**config.mk**
```make
export PLATFORM = sky130hd
export DESIGN_NAME = multicycle_ctrl
export DESIGN_NICKNAME = d
export VERILOG_FILES = /design/src/rtl/multicycle_ctrl.sv
export SDC_FILE = /design/constraint.sdc
export NUM_CORES = 1
export LEC_CHECK = 0
export CELL_PAD_IN_SITES_DETAIL_PLACEMENT = 1
export CELL_PAD_IN_SITES_GLOBAL_PLACEMENT = 1
export CORE_MARGIN = 5
export CORE_UTILIZATION = 15
export DETAILED_ROUTE_END_ITERATION = 10
export PLACE_DENSITY = 0.83
export SLEW_MARGIN = 20
export SYNTH_ARGS = -nofsm -noshare
export SYNTH_HDL_FRONTEND = slang
export SYNTH_SLANG_ARGS = --single-unit
```
**constraint.sdc**
```tcl
create_clock -name CLK -period 3.6 [get_ports CLK]
set_clock_uncertainty 0.15 [all_clocks]
set_input_delay 0.36 -clock CLK [delete_from_list [all_inputs] [get_ports CLK]]
set_output_delay 0.36 -clock CLK [all_outputs]
set_load 0.05 [all_outputs]
```
**src/rtl/multicycle_ctrl.sv**
```systemverilog
// multicycle_ctrl: main control FSM of the multicycle ARM core, one state per clock.
// Define MULTICYCLE_CTRL_MUL_EN to add the MULSTART/MULWAIT path for the multi-cycle multiplier.
module multicycle_ctrl (
    input  logic        CLK,
    input  logic        Reset,
    input  logic [31:0] Instr,
    input  logic        CondEx,
    input  logic        MCycleBusy,
    output logic        IRWrite,
    output logic        AdrSrc,
    output logic        ALUSrcA,
    output logic [1:0]  ALUSrcB,
    output logic [1:0]  ResultSrc,
    output logic        ALUOp,
    output logic        PCWrite,
    output logic        RegWrite,
    output logic        MemWrite,
    output logic        MCycleStart,
    output logic [3:0]  State
);
    typedef enum logic [3:0] {
        FETCH = 4'd0, DECODE = 4'd1, MEMADR = 4'd2, MEMRD = 4'd3, MEMWB = 4'd4, MEMWR = 4'd5,
        EXECR = 4'd6, EXECI = 4'd7, ALUWB = 4'd8, BRANCH = 4'd9, MULSTART = 4'd10, MULWAIT = 4'd11
    } state_t;
    state_t state_q, state_d;
    logic [1:0] op;
    logic [3:0] rd;
    logic is_mul, no_write, ir_wr, pc_wr, reg_wr, mem_wr, mc_start;
    assign op = Instr[27:26];
    assign no_write = Instr[24:22] == 3'b101;
`ifdef MULTICYCLE_CTRL_MUL_EN
    assign is_mul = op == 2'b00 && Instr[25:24] == 2'b00 && Instr[7:4] == 4'b1001;
    logic unused_bits;
    assign unused_bits = ^{Instr[31:28], Instr[11:8], Instr[3:0]};
`else
    assign is_mul = 1'b0;
    logic unused_bits;
    assign unused_bits = ^{Instr[31:28], Instr[11:4], Instr[3:0], MCycleBusy};
`endif
    // MUL keeps its destination in the Rn field
    assign rd = is_mul ? Instr[19:16] : Instr[15:12];
    always_ff @(posedge CLK) begin
        state_q <= Reset ? FETCH : state_d;
    end
    always_comb begin
        state_d = FETCH;
        case (state_q)
            FETCH:  state_d = DECODE;
            DECODE: state_d = is_mul ? MULSTART : op == 2'b01 ? MEMADR : op == 2'b10 ? BRANCH :
                              op == 2'b11 ? FETCH : Instr[25] ? EXECI : EXECR;
            MEMADR: state_d = Instr[20] ? MEMRD : MEMWR;
            MEMRD:  state_d = MEMWB;
            EXECR, EXECI: state_d = ALUWB;
`ifdef MULTICYCLE_CTRL_MUL_EN
            MULSTART: state_d = MULWAIT;
            MULWAIT:  state_d = MCycleBusy ? MULWAIT : ALUWB;
`endif
            default: state_d = FETCH;
        endcase
    end
    always_comb begin
        ir_wr = 1'b0;
        pc_wr = 1'b0;
        reg_wr = 1'b0;
        mem_wr = 1'b0;
        mc_start = 1'b0;
        AdrSrc = 1'b0;
        ALUSrcA = 1'b0;
        ALUSrcB = 2'b00;
        ResultSrc = 2'b00;
        ALUOp = 1'b0;
        case (state_q)
            FETCH: begin
                ALUSrcA = 1'b1;
                ALUSrcB = 2'b10;
                ResultSrc = 2'b10;
                ir_wr = 1'b1;
                pc_wr = 1'b1;
            end
            DECODE: begin
                ALUSrcA = 1'b1;
                ALUSrcB = 2'b10;
                ResultSrc = 2'b10;
            end
            MEMADR: ALUSrcB = 2'b01;
            MEMRD:  AdrSrc = 1'b1;
            MEMWB: begin
                ResultSrc = 2'b01;
                reg_wr = CondEx;
                pc_wr = CondEx && rd == 4'hF;
            end
            MEMWR: begin
                AdrSrc = 1'b1;
                mem_wr = CondEx;
            end
            EXECR: ALUOp = 1'b1;
            EXECI: begin
                ALUSrcB = 2'b01;
                ALUOp = 1'b1;
            end
            ALUWB: begin
                ResultSrc = is_mul ? 2'b11 : 2'b00;
                reg_wr = CondEx && (is_mul || !no_write);
                pc_wr = CondEx && (is_mul || !no_write) && rd == 4'hF;
            end
            BRANCH: begin
                ALUSrcB = 2'b01;
                ResultSrc = 2'b10;
                pc_wr = CondEx;
            end
            MULSTART: mc_start = is_mul;
            default: ;
        endcase
    end
    // reset suppresses every strobe, including those of FETCH
    assign IRWrite = ir_wr && !Reset;
    assign PCWrite = pc_wr && !Reset;
    assign RegWrite = reg_wr && !Reset;
    assign MemWrite = mem_wr && !Reset;
    assign MCycleStart = mc_start && !Reset;
    assign State = state_q;
endmodule

```
## Yosys cells after proc, flatten, opt, wreduce, memory -nomap -nowiden

Cells that the tools add are included.

- Memories: 0
- ROM bits: 0
- Register bits after elaboration: 4
- Input bits: 36
- Logic and storage cells: 45
- Latch bits: 0
- Output and inout bits: 16
- Bits in writable memories: 0

- Reductions and logical operators: 15
- Equality and inequality tests: 14
- Add/subtract/negate cells: 0
- Multiply operators: 0
- Bitwise logic cells: 0
- Divide/modulo/power cells: 0
- $lt $le $gt $ge: 0
- Shift-type cells: 0
- Multiplexer cells: 15

Operator list:

| cell | count |
|---|---|
| $pmux 4 s5 | 1 |
| $eq 4x3->1 const B | 4 |
| $eq 4x4->1 const B | 3 |
| $eq 4x2->1 const B | 2 |
| $mux 4 | 2 |
| $pmux 2 s2 | 2 |
| $logic_and 1x1->1 | 7 |
| $mux 1 | 6 |
| $mux 3 | 2 |
| $reduce_or 2->1 | 3 |
| $reduce_or 3->1 | 2 |
| $eq 2x2->1 const B | 2 |
| $eq 4x1->1 const B | 1 |
| $logic_not 4->1 | 1 |
| $pmux 1 s4 | 1 |
| $eq 3x3->1 const B | 1 |
| $eq 2x1->1 const B | 1 |
| $logic_not 1->1 | 2 |
| $pmux 1 s2 | 1 |

## Logic depth before layout (Yosys ltp)

Gate-level depths: netlist of the first run.

- Depth after elaboration: 6
- Mapped depth: 4
- Mapped depth without buffers: 3

## Worst setup path before layout of the first run

Ideal clock, no wire load.

- Path kind: reg2out
- Start point: reg state_q[2], in the netlist State[2]
- End point: out ALUSrcB[0]
- Buffers on the path: 1
- Required time: 3.090 ns
- Arrival time: 2.316 ns
- Cell stages (with the launch flop): 5
- Slack: 0.774 ns
- Path through: dfxtp_1 -> buf_6 -> or2b_1 -> nor2_1 -> o2bb2ai_1

- Word-level cells in the longest chain between the ends: 3
- Elaborated cells on any way between the ends: 8
- Those cells by class: 4 x eq/ne; 1 x mux; 3 x reduce/logical

Ends and longest elaborated chain:

| item | line | source |
|---|---|---|
| start: declaration | 25 | `state_t state_q, state_d;` |
| start signal: assignment | 43 | `state_q <= Reset ? FETCH : state_d;` |
| $eq 4x3->1, or another cell as far along | 72 | `case (state_q)` |
| $reduce_or 3->1 (no source line) / $reduce_or 2->1 (equally long branches) | -- |  |
| $pmux 2 s2 * | 72 |  |
| end: declaration | 12 | `output logic [1:0] ALUSrcB,` |

Every way passes the cells marked *; elsewhere a longest branch is shown, timed or not.

## Worst setup path in the final report of the first run

- Start point: reg state_q[0], in the netlist State[0]
- End point: out ALUSrcB[0]

The elaborated chain is that of the path after synthesis.

==> flow_metrics.tcl, run 1 <==
set metrics [dict create \
    status "completed" \
    grtUsageTotal_pct 8.28 \
    seqPwrFrac_pct 26.3 \
    core_mm2 0.00248 \
    worst_pin_slew_ps 615 \
    use_met1_pct 8.06 \
    finalHoldViolCount 0 \
    chipWidth_um 61.0 \
    switching_share_pct 42.4 \
    num_io_pins 52 \
    antennaDiodeCount 0 \
    grt_max_degree 17 \
    drv_cap 0 \
    synth.distinct_cells 28 \
    first_iter_violations 5 \
    drc 0 \
    postCtsSetupRepairBufs 0 \
    syn_inst 50 \
    clock_power_share_pct 24.6 \
    fmax_mhz 351 \
    fp.dieH_um 61.0 \
    antenna_found_initial 0 \
    final_common_cell "clkdlybuf4s50_1" \
    nets 114 \
    finalCritPeriodShare_pct 79.2 \
    synth_top_area_share_pct 20.5 \
    maxSlewViolCount 0 \
    cts_sinks 4 \
    p_sw_uw 96.8 \
    vias 470 \
    avgSynthCellArea_um2 7.81 \
    clock_latency_ps 240 \
    netlist_top_cells_area "dfxtp_1 21%, nor3_1 9.0%, nand2b_1 8.0%" \
    clk_pin_slew_ps 40 \
    die_area_mm2 0.00372 \
    setup_violations 0 \
    slew_headroom_pct 58.9 \
    syn_nets 86 \
    most-common-layout-cells "28 x clkdlybuf4s50_1, 7 x nor3_1, 5 x nand2b_1" \
    portBuffers 28 \
    routedWlPerCell_um 13.2 \
    startpoint_type "register" \
    cts_htree_levels 1 \
    fp-row-count 18 \
    largest_reg_flops 4 \
    netlist_area_um2 390 \
    slowest_delay_ps 810 \
    place_inst 103 \
    grt_busiest_layer "met2" \
    ir_worst_vdd_v 0.000139 \
    dp_worst_setup_slack_ps 872 \
    met3_usage_pct 4.19 \
    post_drt_via_cell_ratio 4.43 \
    area_growth_syn_to_layout_pct 77.9 \
    yosysWarnings 0 \
    tns_ps 0 \
    cts_tree "done" \
    ys_seq_elements 4 \
    hold_path_class "reg -> reg" \
    p_per_area_mw_per_mm2 329 \
    cts_max_path_buffers 2 \
    postRouteAntennaNets 0 \
    worstPathMaxFanout 14 \
    dp_hpwl_mm 1.12 \
    internal_power_uw 131 \
    ys_seq_area_share_pct 20.5 \
    cts_resized 0 \
    required_ps 3090 \
    cp_slowest_cell "clkdlybuf4s50_1" \
    ctsHoldBuffers 0 \
    place_congestion 0.746 \
    grt_pass1_wl_mm 2.21 \
    total_power_uw 228 \
    grt_overflow 0 \
    drive_above_1_share_pct 9.21 \
    clock-root-buffer "clkbuf_4" \
    final-instance-count-excl-fill 106 \
    path_cells "nand2b_1 -> mux2_2 -> o2bb2ai_1 -> clkdlybuf4s50_1" \
    dpl-instance-area_um2 672 \
    worstSetupEndpointType "primary output" \
    start_util_pct 15.8 \
    p_leak_nw 0.239 \
    rsz0062_at_grt "false" \
    drt_pass1_iterations 3 \
    critPathKind "reg -> out" \
    met2_usage_pct 15.1 \
    crit_arrival_ps 2340 \
    routed_wl_mm 1.39 \
    fin_area_um2 694 \
    setup_slack_ps 748 \
    cts_buffers 3 \
    period_needed_ps 2850 \
    grt_pass1_vias 515 \
    yosysTopAreaCell "dfxtp_1" \
    power_frac_comb_pct 49.1 \
]
cells by family (layout without fill, tap and decap cells):
| logic type | after synthesis | count (layout) | share of synthesized area, % |
|---|---|---|---|
| and+or+nand+nor | 23 | 23 | 40.4 |
| AOI/OAI and AO/OA | 12 | 12 | 20.8 |
| buffers and inverters | 8 | 34 | 12.2 |
| DFF | 4 | 4 | 20.5 |
| other | 1 | 1 | 0.961 |
| xor gates and xnor gates | 1 | 1 | 2.24 |
| muxes | 1 | 1 | 2.88 |
metal layers:
metal	vias to the layer above	routed length [um]
met5	-	0
met4	0	13
met3	2	111
met2	18	732
met1	220	536
li1	230	-
Yosys cell counts:
cell,count
a211oi_1,1
a41oi_1,1
and3b_1,1
and2b_1,1
nor3_4,1
nor4b_2,1
nor3_1,7
buf_4,2
or2b_1,1
buf_2,2
o22a_1,1
dfxtp_1,4
mux2_2,1
or3_4,1
o21ai_1,1
a32oi_1,1
conb_1,1
nor2_1,4
o21ai_0,2
a21oi_1,2
o2bb2ai_1,1
o22ai_1,1
buf_6,1
a21o_1,1
nand2b_1,5
xnor2_1,1
nor4bb_1,1
inv_1,3
worst paths after layout:
| check | from | to | slack [ps] | cells after the start |
|---|---|---|---|---|
| setup / recovery | State[0]$_SDFF_PP0_ | ALUSrcB[0] | 750 | 4 |
| hold / removal | State[3]$_SDFF_PP0_ | State[3]$_SDFF_PP0_ | 510 | 1 |
| setup reg to reg | State[1]$_SDFF_PP0_ | State[3]$_SDFF_PP0_ | 2170 | 3 |
| hold reg to reg | State[3]$_SDFF_PP0_ | State[3]$_SDFF_PP0_ | 510 | 1 |
metrics by stage:
stage	util [%]	hold WS [ps]
finish	28.0	509
global route	28.0	588
CTS	28.0	524
detailed placement	27.1	518
global placement	27.1	464
floorplan	-	287
power groups by stage:
stage	registers, mW	logic [mW]	clock network, mW
finish	0.0599	0.112	0.0561
global placement	0.0600	0.111	0
CTS	0.0602	0.113	0.0589
global route	0.0616	0.118	0.0596
detailed placement	0.0609	0.113	0
floorplan	0.0617	0.0704	0
critical path, delay by kind of cell, from the launching register on:
family / cells / cell delay (ps)
AOI/OAI and AO/OA: 1 / 140
DFF: 1 / 670
buffers and inverters: 1 / 810
and+or+nand+nor: 1 / 180
muxes: 1 / 300
cell type report:
class	count	area, um^2
Sequential cell	4	80.1
Fill cell	312	1780
Multi-Input combinational cell	38	263
Inverter	3	11.3
Clock buffer	3	22.5
Timing Repair Buffer	28	280
Tap cell	30	37.5
No activity file was read; power rests on OpenSTA's default activity.
==> run 2, diff against run 1 <==
--- a/config.mk
+++ b/config.mk
@@ -8,9 +8,9 @@
 export CELL_PAD_IN_SITES_DETAIL_PLACEMENT = 1
 export CELL_PAD_IN_SITES_GLOBAL_PLACEMENT = 1
 export CORE_MARGIN = 5
-export CORE_UTILIZATION = 15
+export CORE_UTILIZATION = 13
 export DETAILED_ROUTE_END_ITERATION = 10
-export PLACE_DENSITY = 0.83
+export PLACE_DENSITY = 0.77
 export SLEW_MARGIN = 20
 export SYNTH_ARGS = -nofsm -noshare
 export SYNTH_HDL_FRONTEND = slang
==> constraint.sdc (replaced) <==
create_clock -name CLK -period 2.4 [get_ports CLK]
set_clock_uncertainty 0.15 [all_clocks]
set_input_delay 0.24 -clock CLK [delete_from_list [all_inputs] [get_ports CLK]]
set_output_delay 0.24 -clock CLK [all_outputs]
set_load 0.05 [all_outputs]
==> run 2 against run 1 <==
Sequential share of layout area shrank 1.3 points. Flip-flop and latch count unchanged. Core utilization fell by 0.48 points. Register-to-register slack lost 1000 ps. Final area increased by 12%. Setup slack worse by 440 ps. Wire length up 6.8%. Combinational power rose by 79%. Largest power group unchanged. Highest routed layer is now met3. Global-route usage is 0.88 points lower. Non-clock buffer count rose by 2. Count of clock-buffer cells in the layout unchanged. Via count down 0.85%.
==> flow_metrics.tcl, run 2 (synthesis results as in run 1) <==
set metrics [dict create \
    first_iter_violations 10 \
    cts_sinks 4 \
    final-instance-count-excl-fill 109 \
    cts_max_path_buffers 2 \
    drt_pass1_iterations 2 \
    nFillCells 328 \
    finalCritPeriodShare_pct 87.0 \
    start_util_pct 13.8 \
    nets 116 \
    place_inst 106 \
    post_drt_via_cell_ratio 4.28 \
    grt_pass1_wl_mm 2.33 \
    drv_cap 0 \
    cts_htree_levels 1 \
    antenna_found_initial 0 \
    postCtsSetupRepairBufs 0 \
    cp_slowest_cell "clkdlybuf4s50_1" \
    portBuffers 28 \
    clk_pin_slew_ps 40 \
    crit_arrival_ps 1700 \
    chipWidth_um 64.8 \
    routed_wl_mm 1.49 \
    num_io_pins 52 \
    dpl-instance-area_um2 757 \
    grt_overflow 0 \
    fin_area_um2 779 \
    cts_buffers 3 \
    clock-root-buffer "clkbuf_4" \
    hold_path_class "reg -> reg" \
    fmax_mhz 479 \
    die_area_mm2 0.00420 \
    postRouteAntennaNets 0 \
    grt_pass1_vias 496 \
    ctsHoldBuffers 0 \
    worstSetupEndpointType "primary output" \
    critPathKind "reg -> out" \
    tns_ps 0 \
    setup_slack_ps 312 \
    fp.dieH_um 64.8 \
    holdWs_ps 422 \
    cts_tree "done" \
    multiInputGateArea_um2 294 \
    place_congestion 0.701 \
    core_mm2 0.00283 \
    seq_area_um2 80.1 \
    routedWlPerCell_um 13.7 \
    dp_worst_setup_slack_ps 461 \
    antennaDiodeCount 0 \
    final_common_cell "clkdlybuf4s50_1" \
    grtUsageTotal_pct 7.40 \
    vias 466 \
    slew_headroom_pct 66.0 \
    area_growth_syn_to_layout_pct 99.7 \
    period_needed_ps 2090 \
    status "completed" \
    worst_pin_slew_ps 508 \
    fp-row-count 19 \
    p_per_area_mw_per_mm2 468 \
    grt_max_degree 12 \
    cts_resized 0 \
    ir_worst_vdd_v 0.000163 \
    finalHoldViolCount 0 \
    most-common-layout-cells "18 x clkdlybuf4s50_1, 7 x buf_4, 5 x nand2b_1, 5 x buf_12" \
    setup_violations 0 \
    dp_hpwl_mm 1.27 \
    largest_reg_flops 4 \
    slowest_delay_ps 830 \
    drive_above_1_share_pct 30.8 \
    p_leak_nw 0.289 \
    maxSlewViolCount 0 \
    path_cells "nor3_1 -> clkdlybuf4s50_1" \
    clock_latency_ps 230 \
    drc 0 \
    rsz0062_at_grt "false" \
    worstPathMaxFanout 11 \
    required_ps 2010 \
    startpoint_type "register" \
]
run 2: report_power, final:
group | leakage [nW] | switching [mW] | total, mW | internal (mW)
registers | 0.0328 | 0.0110 | 0.0824 | 0.0715
logic | 0.242 | 0.116 | 0.201 | 0.0851
clock network | 0.0138 | 0.0260 | 0.0819 | 0.0558
run 2: final timing paths:
check                   endpoint  cells after the start                 from  slack, ps
max reg2reg  State[3]$_SDFF_PP0_                      3  State[2]$_SDFF_PP0_       1120
min reg2reg  State[0]$_SDFF_PP0_                      1  State[0]$_SDFF_PP0_        420
min          State[0]$_SDFF_PP0_                      1  State[0]$_SDFF_PP0_        420
max                   ALUSrcB[1]                      2  State[2]$_SDFF_PP0_        310
run 2: worst max-delay path: cells and delay by family, from the launching register on:
family	cells	cell delay, ps
buffers and inverters	1	830
DFF	1	400
and+or+nand+nor	1	230
run 2: final cells by class:
type	instances	area share, %
timing repair buffer	30	42.7
multi-input combinational	38	37.7
sequential	4	10.3
tap	31	4.98
clock buffer	3	2.89
inverter	3	1.44
run 2: routing by layer:
metal,track usage [%],part of all wire (%)
met5,0,0
met1,6.65,37
met4,1.58,0
met3,4.66,8.4
met2,13.9,54
run 2: through the flow:
step | utilization, % | total power, mW
finish | 27.6 | 0.365
CTS | 27.6 | 0.372
global route | 27.6 | 0.384
detailed placement | 26.8 | 0.286
floorplan | - | 0.205
global placement | 26.8 | 0.282
==> run 3, diff against run 2 <==
--- a/config.mk
+++ b/config.mk
@@ -8,9 +8,11 @@
 export CELL_PAD_IN_SITES_DETAIL_PLACEMENT = 1
 export CELL_PAD_IN_SITES_GLOBAL_PLACEMENT = 1
 export CORE_MARGIN = 5
-export CORE_UTILIZATION = 13
+export CORE_UTILIZATION = 14
 export DETAILED_ROUTE_END_ITERATION = 10
-export PLACE_DENSITY = 0.77
+export GPL_TIMING_DRIVEN = 0
+export PLACE_DENSITY = 0.79
+export SKIP_LAST_GASP = 1
 export SLEW_MARGIN = 20
 export SYNTH_ARGS = -nofsm -noshare
 export SYNTH_HDL_FRONTEND = slang
==> constraint.sdc (replaced) <==
create_clock -name CLK -period 2.2 [get_ports CLK]
set_clock_uncertainty 0.15 [all_clocks]
set_input_delay 0.22 -clock CLK [delete_from_list [all_inputs] [get_ports CLK]]
set_output_delay 0.22 -clock CLK [all_outputs]
set_load 0.05 [all_outputs]
==> run 3 against run 2 <==
Clock power rose by 17%. Largest power group unchanged. Wire length rose by 4.6%. Total power rose by 6.3%. Via count rose by 3.4%. Count of clock-buffer cells in the layout did not move. Final area fell by 3.7%. Critical path depth rose by 2. Global-route usage rose by 0.88 points. Core utilization rose by 0.15 points. Combinational power rose by 3%. Die area fell by 6.1%. Setup slack got worse by 220 ps.
==> flow_metrics.tcl, run 3 (synthesis results as in run 1) <==
set metrics [dict create \
    cts_tree "done" \
    clock-root-buffer "clkbuf_4" \
    routed_wl_mm 1.56 \
    path_cells "buf_4 -> or3_4 -> nor3_4 -> clkdlybuf4s15_2" \
    clock_latency_ps 240 \
    holdWs_ps 401 \
    worstReg2RegEnd "State[2]$_SDFF_PP0_" \
    drc 0 \
    area_growth_syn_to_layout_pct 92.3 \
    final-instance-count-excl-fill 112 \
    hold_path_class "reg -> reg" \
    wl_met3_um 99 \
    postCtsSetupRepairBufs 0 \
    p_leak_nw 0.282 \
    ir_worst_vdd_v 0.000210 \
    die_area_mm2 0.00394 \
    num_io_pins 52 \
    worstPathMaxFanout 9 \
    post_drt_via_cell_ratio 4.30 \
    worstHoldEndpoint "State[2]$_SDFF_PP0_" \
    cts_max_path_buffers 2 \
    cts_htree_levels 1 \
    r2r-start "State[3]$_SDFF_PP0_" \
    nets 119 \
    dr.max_layer_used "met3" \
    status "completed" \
    dr_wl_met2_um 810 \
    critPathKind "reg -> out" \
    p_per_area_mw_per_mm2 517 \
    grtUsageTotal_pct 8.27 \
    antennaDiodeCount 0 \
    period_needed_ps 2110 \
    r2r_setup_slack_ps 960 \
    grt_pass1_vias 556 \
    fp-row-count 19 \
    tns_ps 0 \
    largest_reg_flops 4 \
    drv_cap 0 \
    setup_slack_ps 94.5 \
    chipWidth_um 62.8 \
    min_from "State[1]$_SDFF_PP0_" \
    cts_sinks 4 \
    first_iter_violations 9 \
    clk_pin_slew_ps 40 \
    m1WireLength_um 648 \
    start_util_pct 14.4 \
    drt_pass1_iterations 3 \
    fp.dieH_um 62.8 \
    crit_arrival_ps 1740 \
    vias 482 \
    hold_depth 2 \
    core_mm2 0.00271 \
    maxSlewViolCount 0 \
    dp_hpwl_mm 1.26 \
    portBuffers 28 \
    startpoint_type "register" \
    finalHoldViolCount 0 \
    grt_max_degree 11 \
    ctsHoldBuffers 0 \
    ff2ff_path_depth 3 \
    most-common-layout-cells "17 x clkdlybuf4s50_1, 5 x nand2b_1, 4 x clkbuf_4, 4 x nor3_1, 4 x clkbuf_2" \
    cts_buffers 3 \
    slew_headroom_pct 66.5 \
    worstSetupEndpointType "primary output" \
    finalCritPeriodShare_pct 95.7 \
    routedWlPerCell_um 13.9 \
    dp_worst_setup_slack_ps -329 \
    antenna_found_initial 0 \
    cp_slowest_cell "or3_4" \
    worst_pin_slew_ps 501 \
    postRouteAntennaNets 0 \
    place_inst 109 \
    slowest_delay_ps 410 \
    post-route-util_pct 27.7 \
    fmax_mhz 475 \
    required_ps 1830 \
    final_common_cell "clkdlybuf4s50_1" \
    drive_above_1_share_pct 34.6 \
    rsz0062_at_grt "false" \
    grt_overflow 0 \
    grt_pass1_wl_mm 2.62 \
    place_congestion 0.753 \
    setup_violations 0 \
]
==> run 3: cell types whose count changed in the layout (fill, tap and decap cells not counted), moves of 2 or more <==
cell / delta
clkdlybuf4s15_2: +2
dfxtp_1: -3
dfxtp_2: +3
clkbuf_2: +4
buf_2: +2
buf_4: -5
dlygate4sd2_1: +3
buf_12: -5
==> run 3: repair_timing <==
action	in CTS	in global routing
endpoints found under the setup margin	11	7
cloned	0	0
gates resized for setup	19	11
==> run 3: power by group <==
group / total (mW) / switching (mW) / leakage (nW) / internal [mW]
logic: 0.207 / 0.131 / 0.234 / 0.0761
clock network: 0.0962 / 0.0348 / 0.0138 / 0.0614
registers: 0.0850 / 0.00661 / 0.0342 / 0.0784
==> run 3: final cells by class <==
cell class	count	area (um^2)
plain buffers	5	38.8
repair buffers	28	254
multi-input cells	38	302
inverters	3	11.3
flip-flops and latches	4	83.8
fillers	337	1960
clock buffers	3	22.5
well taps	31	38.8
==> run 3: per-stage QoR <==
| stage | instance area, um^2 | total power [mW] |
|---|---|---|
| floorplan | 432 | 0.227 |
| global placement | 751 | 0.300 |
| detailed placement | 751 | 0.304 |
| CTS | 769 | 0.395 |
| global route | 751 | 0.413 |
| finish | 751 | 0.388 |
==> run 3: how the worst max path moves through the flow <==
stage | slack [ps] | to | cells after the start | from
after floorplan | -280 | ALUSrcB[0] | 4 | State[1]$_SDFF_PP0_
after global placement | -320 | PCWrite | 5 | Reset
after detailed placement | -330 | PCWrite | 5 | Reset
after CTS | -150 | PCWrite | 5 | State[3]$_SDFF_PP0_
after global routing | 10 | MemWrite | 4 | State[3]$_SDFF_PP0_
final | 90 | IRWrite | 4 | State[3]$_SDFF_PP0_
==> run 3: routing by layer <==
metal  vias up  global-route usage (%)
li1        239                       -
met1       228                    9.35
met2        15                    14.1
met3         0                    2.34
met4         0                    3.98
met5         -                       0
==> run 3: critical path, delay by kind of cell, from the launching register on <==
family / cells / cell delay [ps]
buffers and inverters: 2 / 560
and+or+nand+nor: 2 / 630
DFF: 1 / 310
